<file path="src/rtl/n_adder_pkg.sv">
// Shared types and helpers for the multi-precision add sequencer.
// Holds the FSM state encoding and the slice-index width calculation.
package n_adder_pkg;

   typedef enum logic [1:0] {ST_IDLE, ST_RUN, ST_DONE} seq_state_t;

   // A single-slice sequencer still needs a one-bit index register.
   function automatic int idx_width(input int words);
      return (words > 1) ? $clog2(words) : 1;
   endfunction

endpackage

</file>
<file path="src/rtl/n_adder.sv">
// N-bit ripple adder slice with carry in and carry out.
// This is the only arithmetic in the sequencer datapath.
module n_adder #(
   parameter int N = 8
) (
   input  logic [N-1:0] a,
   input  logic [N-1:0] b,
   input  logic         c_in,
   output logic [N-1:0] s,
   output logic         c_out
);

   assign {c_out, s} = {1'b0, a} + {1'b0, b} + {{N{1'b0}}, c_in};

endmodule

</file>
<file path="src/rtl/n_adder_seq_ctrl.sv">
// Multi-precision add sequencer: adds W = N*WORDS-bit operands one N-bit slice per
// clock through a single n_adder, LSB slice first, with the carry held in a register.
module n_adder_seq_ctrl
   import n_adder_pkg::*;
#(
   parameter int N     = 8,
   parameter int WORDS = 4
) (
   input  logic                 clk,
   input  logic                 rst,
   input  logic                 in_valid,
   output logic                 in_ready,
   input  logic [N*WORDS-1:0]   a_in,
   input  logic [N*WORDS-1:0]   b_in,
   input  logic                 c_in,
   output logic                 out_valid,
   input  logic                 out_ready,
   output logic [N*WORDS-1:0]   sum,
   output logic                 c_out,
   output logic                 overflow
);

   localparam int W  = N * WORDS;
   localparam int IW = idx_width(WORDS);
   localparam logic [IW-1:0] LAST_IDX = IW'(WORDS - 1);

   seq_state_t      state_q, state_d;
   logic [W-1:0]    a_q, a_d;
   logic [W-1:0]    b_q, b_d;
   logic [W-1:0]    sum_q, sum_d;
   logic [IW-1:0]   idx_q, idx_d;
   logic            carry_q, carry_d;
   logic            c_out_q, c_out_d;
   logic            ovf_q, ovf_d;

   logic [N-1:0]    a_slice, b_slice, add_s;
   logic            add_c;

   n_adder #(.N(N)) u_add (
      .a     (a_slice),
      .b     (b_slice),
      .c_in  (carry_q),
      .s     (add_s),
      .c_out (add_c)
   );

   always_ff @(posedge clk) begin
      if (rst) begin
         state_q <= ST_IDLE;
         a_q     <= '0;
         b_q     <= '0;
         sum_q   <= '0;
         idx_q   <= '0;
         carry_q <= 1'b0;
         c_out_q <= 1'b0;
         ovf_q   <= 1'b0;
      end else begin
         state_q <= state_d;
         a_q     <= a_d;
         b_q     <= b_d;
         sum_q   <= sum_d;
         idx_q   <= idx_d;
         carry_q <= carry_d;
         c_out_q <= c_out_d;
         ovf_q   <= ovf_d;
      end
   end

   always_comb begin
      a_slice = '0;
      b_slice = '0;
      for (int i = 0; i < WORDS; i++) begin
         if (idx_q == IW'(i)) begin
            a_slice = a_q[i*N +: N];
            b_slice = b_q[i*N +: N];
         end
      end
   end

   always_comb begin
      state_d = state_q;
      a_d     = a_q;
      b_d     = b_q;
      sum_d   = sum_q;
      idx_d   = idx_q;
      carry_d = carry_q;
      c_out_d = c_out_q;
      ovf_d   = ovf_q;
      case (state_q)
         ST_IDLE: begin
            if (in_valid) begin
               a_d     = a_in;
               b_d     = b_in;
               carry_d = c_in;
               idx_d   = '0;
               state_d = ST_RUN;
            end
         end
         ST_RUN: begin
            for (int i = 0; i < WORDS; i++) begin
               if (idx_q == IW'(i)) begin
                  sum_d[i*N +: N] = add_s;
               end
            end
            carry_d = add_c;
            idx_d   = idx_q + IW'(1);
            // Signed overflow only depends on the operand signs and the top result bit.
            if (idx_q == LAST_IDX) begin
               c_out_d = add_c;
               ovf_d   = (a_q[W-1] == b_q[W-1]) && (add_s[N-1] != a_q[W-1]);
               state_d = ST_DONE;
            end
         end
         ST_DONE: begin
            if (out_ready) begin
               state_d = ST_IDLE;
            end
         end
         default: state_d = ST_IDLE;
      endcase
   end

   always_comb begin
      in_ready  = (state_q == ST_IDLE);
      out_valid = (state_q == ST_DONE);
      sum       = sum_q;
      c_out     = c_out_q;
      overflow  = ovf_q;
   end

endmodule

</file>
<file path="config.mk">
export PLATFORM = sky130hd
export DESIGN_NAME = n_adder_seq_ctrl
export DESIGN_NICKNAME = d
export VERILOG_FILES = /design/src/rtl/n_adder_pkg.sv /design/src/rtl/n_adder.sv /design/src/rtl/n_adder_seq_ctrl.sv
export SDC_FILE = /design/constraint.sdc
export NUM_CORES = 1
export LEC_CHECK = 0
export ABC_AREA = 1
export CELL_PAD_IN_SITES_DETAIL_PLACEMENT = 0
export CELL_PAD_IN_SITES_GLOBAL_PLACEMENT = 1
export CORE_ASPECT_RATIO = 1.1
export CORE_MARGIN = 4
export CORE_UTILIZATION = 35
export CTS_CLUSTER_DIAMETER = 100
export DETAILED_ROUTE_END_ITERATION = 16
export PLACE_DENSITY_LB_ADDON = 0.25
export SYNTH_ARGS = -nofsm -noshare
export SYNTH_HDL_FRONTEND = slang
export SYNTH_SLANG_ARGS = --single-unit
</file>
<file path="constraint.sdc">
create_clock -name clk -period 6.35 [get_ports clk]
set_input_delay 1.27 -clock clk [delete_from_list [all_inputs] [get_ports clk]]
set_output_delay 1.27 -clock clk [all_outputs]
set_load 0.05 [all_outputs]
</file>
# After elaboration in Yosys (flattened, before gate mapping)
# Index checks and enable logic that the tools add are counted.
[classes] addsub=3 eq_ne=10 muxes=16 reduce_logical=11
[op_table] op="$mux 8" count=8
[op_table] op="$reduce_and 2->1" count=6
[op_table] op="$add 8x8->9" count=1
[op_table] op="$add 9x1->9" count=1
[op_table] op="$mux 2" count=4
[op_table] op="$eq 2x2->1 const B" count=3
[op_table] op="$pmux 2 s3" count=1
[op_table] op="$eq 2x1->1 const B" count=2
[op_table] op="$logic_not 2->1" count=2
[op_table] op="$ne 2x2->1 const B" count=2
[op_table] op="$pmux 2 s2" count=1
[op_table] op="$reduce_and 3->1" count=1
[op_table] op="$add 2x1->2 const B" count=1
[op_table] op="$ne 2x1->1 const B" count=1
[op_table] op="$pmux 1 s2" count=1
[op_table] op="$reduce_bool 2->1" count=1
[op_table] op="$eq 1x1->1" count=1
[op_table] op="$logic_and 1x1->1" count=1
[op_table] op="$mux 1" count=1
[op_table] op="$ne 1x1->1" count=1
[word_totals] ff_bits=103 in_bits=69 output_inout_bits=36 elab_cells=51

# Depth between registers and ports, before layout
[logic_depth] ltp_word=9 mapped_depth=21 mapped_depth_nobuf=19

# Hierarchy
# From an unflattened synthesis, not the netlist that was laid out.
[unflattened] hier_cells=642 area_unflattened_um2=4616.9
[by_module_without_submodules] module="n_adder_seq_ctrl" n_inst=1 cells_each=583 area_each_um2=4232.8 seq_area_each_um2=2062.0
[by_module_without_submodules] module="n_adder" n_inst=1 cells_each=59 area_each_um2=384.1 seq_area_each_um2=0.0

# Worst setup path before layout
# No wires, ideal clock.
[synth_timing] kind="register to register" from="reg idx_q[1]" to="reg sum_q[6], in the netlist sum[6]" setup_ns=0.109 arrival_time_ns=2.905 t_required_ns=6.241 setup_slack_ns=3.336 stages_incl_launch_ff=21 path_buffers=2 period_less_slack_ns=3.014 cell_sequence="dfxtp_1 inv_1 ha_1 buf_4 inv_2 nand2_1 inv_2 buf_6 a22oi_1 o21ai_0 o21ai_0 fa_1 fa_1 inv_1 nand2_1 o21ai_1 a21oi_1 nand2_1 nand3_1 nand2_1 inv_1"
[synth_via] elab_chain_len=7 elab_cells_between_ends=15 classes_between="add/sub (2); eq/ne (3); mux (8); reduce/logical (2)"
[synth_lines] item="from (decl)" line_no="n_adder_seq_ctrl.sv:31" source="logic [IW-1:0] idx_q, idx_d;"
[synth_lines] item="from (signal assigned)" line_no="n_adder_seq_ctrl.sv:62" source="idx_q <= idx_d;"
[synth_lines] item="$logic_not 2->1" line_no="n_adder_seq_ctrl.sv:73, n_adder_seq_ctrl.sv:101"
[synth_lines] item="$mux 8 (4 in series)" line_no="n_adder_seq_ctrl.sv:73" source="if (idx_q == IW'(i)) begin"
[synth_lines] item="$add 8x8->9" line_no="n_adder.sv:13" source="assign {c_out, s} = {1'b0, a} + {1'b0, b} + {{N{1'b0}}, c_in};"
[synth_lines] item="$add 9x1->9" line_no="n_adder.sv:13"
[synth_lines] item="to (signal assigned)" line_no="n_adder_seq_ctrl.sv:61" source="sum_q <= sum_d;"
[synth_lines] item="to (decl)" line_no="n_adder_seq_ctrl.sv:30" source="logic [W-1:0] sum_q, sum_d;"
# Parallel ways exist; a longest one is shown, timed or not.
# A chain may end at the register's enable or synchronous reset.

# Final worst setup path
[layout_timing] from="reg idx_q[1]" to="reg sum_q[28], in the netlist sum[28]"
[layout_via] elab_chain_len=7 elab_cells_between_ends=15 classes_between="add/sub (2); eq/ne (3); mux (8); reduce/logical (2)"
[layout_lines] item="$logic_not 2->1" line_no="n_adder_seq_ctrl.sv:73"
[layout_lines] item="$mux 8 (4 in series)" line_no="n_adder_seq_ctrl.sv:73"
[layout_lines] item="$add 8x8->9" line_no="n_adder.sv:13"
[layout_lines] item="$add 9x1->9" line_no="n_adder.sv:13"
# Parallel ways exist; a longest one is shown, timed or not.

==> run_results.csv <==
group,metric,value,unit
run_status,status,"finished, final reports clean",
clocking,clk_path_buf_depth,2,
worst_setup_path,timing.rr.start,"idx_q[1]$_SDFFE_PP0P_",
final_layout,stdcell_area,5990,sq um
clocking,cts_buffers,9,
clocking,cts_hold_buffers,0,
final_layout,diodes,0,
power_and_ir_drop,peakVddDrop,120,uV
timing,slew_viol_final,0,
global_routing,grt_first_pass_wirelength,20.0,mm
detailed_routing,drc,0,
worst_setup_path,r2r-end,"sum[28]$_SDFFE_PP0P_",
power_and_ir_drop,power.leakage,2.57,nW
synth,synthCells,611,
clocking,cts_max_level,3,
timing,period_share,57.6,%
detailed_routing,first_iter_violations,267,
job,cap_violations,0,
placement,io_buffer_count,104,
final_layout,drive_above_1_share,5.17,%
clocking,post_cts_resized,0,
final_layout,fill_cells,1325,
timing,fmax,273,MHz
worst_setup_path,r2r_slack,2.69,ns
worst_setup_path,reg2reg_depth,16,
floorplan,die-area,15200,sq um
clocking,insertion_delay,0.34,ns
floorplan,die_h,129,um
timing,report.final.hold_viol_count,0,
clocking,post_cts_buffers,0,
timing,worstMarginPinSlew,1.01,ns
detailed_routing,antenna_left,0,
worst_setup_path,arrival,3.95,ns
timing,setup_viol,0,
synth,ys_seq_elements,103,
worst_setup_path,critPathKind,"reg -> reg",
floorplan,die_x,118,um
floorplan,initial_core_util,36.2,%
timing,relSlewSlack,32.8,%
timing,fin_skew,0.00889,ns
worst_hold_path,hp-class,"reg -> reg",
timing,final.min_clock_period,3.66,ns
clocking,cts.reportedPaths.clkPinSlew,0.08,ns
synth,synthArstFlopShare,0,%
timing,rsz0062_at_grt,"no",
global_routing,antenna_found_initial,0,
timing,setup_slack,2.69,ns
synth,syn-num-nets,693,
synth,syn_area,4640,sq um
final_layout,syn2layout_area_growth,29.0,%
final_layout,final_nets,773,
synth,synthFlopType,"dfxtp_1",
clocking,cts_tree,"yes",
synth,syn_area_per_cell,7.59,sq um
detailed_routing,drt-wirelength-per-cell,14.0,um
synth,ys_types,33,
placement,place_hpwl,8.90,mm
clocking,cts_root_buf,"clkbuf_16",
timing,fin_setup_tns,0,ns
floorplan,coreArea,12800,sq um
worst_setup_path,worstPathRequired,6.64,ns
power_and_ir_drop,power_density,273,nW/um^2
detailed_routing,vias,4163,
detailed_routing,viasPerCell,4.88,
floorplan,boundaryPins,105,
worst_setup_path,start_kind,"register",
synth,yosysWarnings,0,
synth,synth-edff-count,0,
placement,dp_slack,2.71,ns
worst_setup_path,crit_start,"idx_q[1]$_SDFFE_PP0P_",
global_routing,grt_usage,16.1,%
detailed_routing,routed_wl,11.9,mm
worst_setup_path,path_max_fanout,17,
clocking,numClockSinks,103,
floorplan,num_rows,43,
global_routing,grt_max_degree,100,
global_routing,grt_remaining_overflow,0,
placement,post_dp_cell_area,5650,sq um
global_routing,grt_pass1_vias,4176,
worst_setup_path,worstSetupEndpointType,"register",
worst_setup_path,worstSetupEndpoint,"sum[28]$_SDFFE_PP0P_",
placement,gp_congestion,0.885,
detailed_routing,drt-pass1-iter-count,6,
synth,seq_area_frac_synth,44.4,%
state kept, by name (all words and copies together) (netlist names):
name      count
state_q       2
b_q          32
overflow      1
c_out         1
carry_q       1
sum          32
idx_q         2
a_q          32
how the worst min path moves through the flow:
stage | startpoint | endpoint | slack (ns) | cells after the start
final | b_q[20]$_SDFFE_PP0P_ | b_q[20]$_SDFFE_PP0P_ | 0.49 | 2
after global routing | b_q[3]$_SDFFE_PP0P_ | b_q[3]$_SDFFE_PP0P_ | 0.52 | 2
after CTS | b_q[20]$_SDFFE_PP0P_ | b_q[20]$_SDFFE_PP0P_ | 0.49 | 2
after detailed placement | b_q[20]$_SDFFE_PP0P_ | b_q[20]$_SDFFE_PP0P_ | 0.47 | 2
after global placement | b_q[20]$_SDFFE_PP0P_ | b_q[20]$_SDFFE_PP0P_ | 0.47 | 2
after floorplan | b_q[17]$_SDFFE_PP0P_ | b_q[17]$_SDFFE_PP0P_ | 0.43 | 2
critical path, stage by stage (launching register included):
cell	delay, ns
dfxtp_1	0.38
inv_1	0.08
ha_1	0.41
inv_2	0.17
nand2_1	0.08
inv_2	0.23
a22oi_1	0.11
o21ai_0	0.16
o21ai_0	0.16
fa_1	0.49
fa_1	0.42
inv_1	0.07
nand2_1	0.04
o21ai_1	0.26
xor2_1	0.36
o21bai_1	0.10
inv_1	0.06
cell families after synthesis:
group           count (synthesis)  share of synthesized area, %
fa+ha+maj                      13                          3.83
buf+inv                        89                          9.14
xor+xnor                        3                         0.566
flops                         103                          44.4
compound gates                195                          23.6
simple gates                  208                          18.4
synth_stat cells, drive strengths merged, types with 11 or more instances:
master  instances  share of area, %
o21ai         110                12
buf            17               3.2
nand3          12               1.3
dfxtp         103                44
nor2          148                13
nand2          45               3.9
o21bai         19               3.1
ha             11               3.0
clkbuf         19               1.6
a22oi          14               2.3
a21oi          41               4.5
inv            53               4.3
per-stage QoR:
step,power [W],hold slack [ns],utilization [%],cells
2_1_floorplan,0.000955,0.430,-,611
3_3_place_gp,0.00107,0.473,44.2,836
3_5_place_dp,0.00107,0.473,44.2,836
4_1_cts,0.00164,0.493,46.6,852
5_1_grt,0.00172,0.515,46.7,853
6_report,0.00163,0.491,46.7,853
per-layer routing:
layer,global-route usage [%],part of all wire (%),up-vias
met2,27.0,47,92
met4,5.93,2.2,0
met3,4.04,4.6,17
li1,-,-,2168
met5,0,0,-
met1,20.1,47,1886
cells in the final DEF, fill, tap and decap left out, drive strengths merged, types with 12 or more instances in the layout:
| cell type | netlist | layout |
|---|---|---|
| o21bai | 19 | 19 |
| clkdlybuf4s50 | 0 | 104 |
| nor2 | 148 | 148 |
| a22oi | 14 | 14 |
| dfxtp | 103 | 103 |
| inv | 53 | 57 |
| o21ai | 110 | 110 |
| nand2 | 45 | 45 |
| a21oi | 41 | 41 |
| nand3 | 12 | 12 |
power breakdown:
part	leakage, nW	switching (W)	internal (W)	total, W
combinational	1.57	0.000203	0.000131	0.000334
sequential	0.847	0.0000293	0.000692	0.000721
clock	0.150	0.000261	0.000315	0.000576
total	2.57	0.000493	0.00114	0.00163
cell type report:
cell class                 count  area, sq um  share of cell area, %
clock inverter                 7         86.3                   1.44
clock buffer                   9          225                   3.76
sequential                   103         2060                   34.4
timing repair buffer         105         1060                   17.7
inverter                      53          201                   3.37
tap                          157          196                   3.28
multi-input combinational    419         2150                   36.0
Power figures use the tool's default switching activity.
==> RTL change 1, RTL diff (same flow settings) <==
`N` is set to 8 in 2 places; all go to 9.
--- a/src/rtl/n_adder.sv
+++ b/src/rtl/n_adder.sv
@@ -1,7 +1,7 @@
 // N-bit ripple adder slice with carry in and carry out.
 // This is the only arithmetic in the sequencer datapath.
 module n_adder #(
-   parameter int N = 8
+   parameter int N = 9
 ) (
    input  logic [N-1:0] a,
    input  logic [N-1:0] b,
--- a/src/rtl/n_adder_seq_ctrl.sv
+++ b/src/rtl/n_adder_seq_ctrl.sv
@@ -3,7 +3,7 @@
 module n_adder_seq_ctrl
    import n_adder_pkg::*;
 #(
-   parameter int N     = 8,
+   parameter int N     = 9,
    parameter int WORDS = 4
 ) (
    input  logic                 clk,
Ports: changed (resized a_in, b_in and sum); port bits go from 105 to 117. No check against the original RTL was run, so the function may have changed too.
==> RTL change 1 against the unedited design <==
  * Combinational power rose by 20%
  * Final area grew 17%
  * Sequential cell count grew 12
  * Routed wire length up 22%
  * Global-route usage increased by 1.8 points
  * Power rose by 37%
  * Worst setup slack better by 0.048 ns
  * Synthesized area is 12% higher
  * Highest routed layer unchanged
==> RTL change 1: results (changes against the unedited design) <==
- Comb pwr: 0.400 mW (+20%)
- Global routing usage on met3: 0.05108 (+0.01064)
- Multi-input logic area: 0.002441 sq mm (+13%)
- Initial DRC Count: 366 (+37%)
- DRT Wirelength: 14.60 mm (+22%)
- Gpl congestion: 0.8513 (-3.8%)
- Synth Area in Adders: 0.03654 (-0.001757)
- Fin nets: 900 (+16%)
- Met1 WL: 6.646 mm (+20%)
- Met1 usage: 0.2205 (+0.01979)
- Largest net degree at the start of global routing: 78 (-22%)
- Slowest cell on the critical path: ha_1
- Router iterations before antenna repair: 5 (-1)
- Global Route Usage Sum: 0.1787 (+0.01804)
- Final HPWL from detailed placement: 10.90 mm (+23%)
- Clock latency on the worst-skew pair: 0.42 ns (+0.08 ns)
- Synth cell count leaders: nor2_1 (181), dfxtp_1 (115), o21ai_0 (109)
- Outcome: finished, final reports clean
- CTS H-tree lvls: 4 (+1)
- Met2 usage: 0.2939 (+0.02357)
- Combinational group share of total power: 0.179 (-0.026)
- WL/cell: 14.40 um (+2.9%)
- Leak pwr: 3.115 nW (+21%)
- Dpl cells: 982 (+17%)
- Share of layout cells above drive strength 1: 0.05353 (+0.001804)
- Switch Pwr: 0.6045 mW (+23%)
- Crit path arrival time: 3.92 ns (-0.03 ns)
- Number of fillers in the final layout: 1,506 (+14%)
- Drt via density: 4.772 (-2.2%)
- Sequential power: 0.806 mW (+12%)
- Register area share after synthesis: 0.4423 (-0.002137)
- Xor and xnor fraction of the mapped netlist area: 0.006731 (+0.001067)
- Worst clock skew: 0.01226 ns (+0.003369 ns)
- Actual slew at the worst max-slew pin: 1.182 ns (+0.1743 ns)
- First-pass GRT wire length: 24.07 mm (+20%)
- Met3 routed WL: 731 um (+33%)
- Num CTS Buffers: 17 (+8)
- CP Max Fanout: 23 (+6)
- Vias in the first global route: 4,787 (+15%)
- Clock transition at path regs: 0.06 ns (-0.02 ns)
- Synth Net Count: 805 (+16%)
RTL change 1: changes by cell type after synthesis, moves of 6 or more:
cell / unedited run / this run
nor2_1: 143 / 181
inv_1: 43 / 50
dfxtp_1: 103 / 115
nand2_1: 43 / 59
o21a_1: 7 / 1
a22oi_1: 14 / 0
nand3_1: 12 / 37
o21ai_0: 91 / 109
RTL change 1: final timing paths:
kind            start     end  slack (ns)  cells after the start
max          idx_q[1]  sum[8]        2.74                     17
min            a_q[0]  a_q[0]        0.48                      2
max reg2reg  idx_q[1]  sum[8]        2.74                     17
min reg2reg    a_q[0]  a_q[0]        0.48                      2
RTL change 1: layout make-up:
| type | count | share of cell area |
|---|---|---|
| timing repair buffer | 118 | 0.1676 |
| sequential | 115 | 0.3280 |
| multi-input combinational | 500 | 0.3478 |
| tap | 192 | 0.03422 |
| clock inverter | 10 | 0.02549 |
| clock buffer | 22 | 0.06613 |
| inverter | 57 | 0.03084 |
==> RTL change 2, RTL diff (same settings) <==
Without the edit above. Make the reset (`rst`) asynchronous in one clocked block.
--- a/src/rtl/n_adder_seq_ctrl.sv
+++ b/src/rtl/n_adder_seq_ctrl.sv
@@ -44,7 +44,7 @@
       .c_out (add_c)
    );
 
-   always_ff @(posedge clk) begin
+   always_ff @(posedge clk or posedge rst) begin
       if (rst) begin
          state_q <= ST_IDLE;
          a_q     <= '0;
Check against the original RTL: differs if rst is asserted again (counterexample within 4 cycles, from zero or initial values and one cycle with rst high); with rst held inactive, the same outputs for 10 cycles.
==> RTL change 2 against the unedited design <==
  * Via count shrank 4.9%
  * Worst setup slack lost 0.044 ns
  * Largest cell class is now flip-flops and latches
  * Maximum frequency shrank 1.2%
  * Sequential cell count is the same
  * Final area grew 4.7%
  * Synthesized area grew 5.1%
  * Die area grew 4.7%
  * Synthesized cell count shrank 5.4%
  * Core utilization shrank 0.090 points
  * Routed wire length grew 0.65%
Power is not shown: default switching activity piles up to over one toggle a cycle in this logic, so the estimate is an artifact.
==> RTL change 2: results (changes against the unedited design) <==
- Outcome: finished, final reports clean
- Slew Limit Headroom: 0.1574 (-0.1706)
- Crit path arrival time: 3.90 ns (-0.05 ns)
- Mapped Avg Cell Area: 8.434 sq um (+11%)
- Crit path largest cell delay: 0.72 ns (+0.23 ns)
- Global Route Usage Sum: 0.1566 (-0.004055)
- Worst R2R Setup Slack: 2.65 ns (-0.04 ns)
- Met2 WL: 5.554 mm (-0.23%)
- Gpl congestion: 0.7654 (-14%)
- Share of layout cells above drive strength 1: 0.05935 (+0.007623)
- Number of fillers in the final layout: 1,388 (+4.8%)
- Worst r2r src: idx_q[0]
- Register area share after synthesis: 0.5287 (+0.08430)
- Vias: 3,958 (-4.9%)
- WL/cell: 14.00 um (about the same)
- First-pass GRT wire length: 20.33 mm (+1.6%)
- Fin nets: 751 (-2.8%)
- Met2 usage: 0.2488 (-0.02146)
- Setup crit end: sum[28]
- Most used DFF post-synth: dfrtp_1
- Signal buffers share of area: 0.1673 (-0.009958)
- Router iterations before antenna repair: 4 (-2)
- Clock-cell share of area: 0.04412 (-0.007928)
- CLK BUF: 12 (+3)
- Slowest cell on the critical path: ha_1
- Post-Route Utilization: 0.4666 (-0.0009000)
==> RTL change 2: changes by cell type in the layout (fill, tap and decap cells not counted), moves of 8 or more <==
| cell | delta |
|---|---|
| o21ai_0 | -49 |
| o21ai_2 | +8 |
| dfxtp_1 | -103 |
| nand2_1 | +203 |
| a22oi_1 | -10 |
| nor2_1 | -134 |
| a21oi_1 | -14 |
| o21bai_1 | -18 |
| dfrtp_1 | +103 |
==> RTL change 2: kinds of logic after synthesis <==
kind of cell | after synthesis | share of synthesized area
simple gates | 280 | 0.2346
compound gates | 108 | 0.1250
xor+xnor | 3 | 0.005391
buf+inv | 71 | 0.06982
fa+ha+maj | 13 | 0.03645
flops | 103 | 0.5287
==> RTL change 2: worst reg2reg max path, stage by stage (launching register included) <==
cell and delay, ns:
dfrtp_1 0.41, inv_1 0.12, ha_1 0.72, inv_1 0.52, o211ai_1 0.33, o21ai_0 0.16
ha_1 0.40, a21oi_1 0.16, nand2_1 0.10, xnor2_1 0.50, o21ai_0 0.16
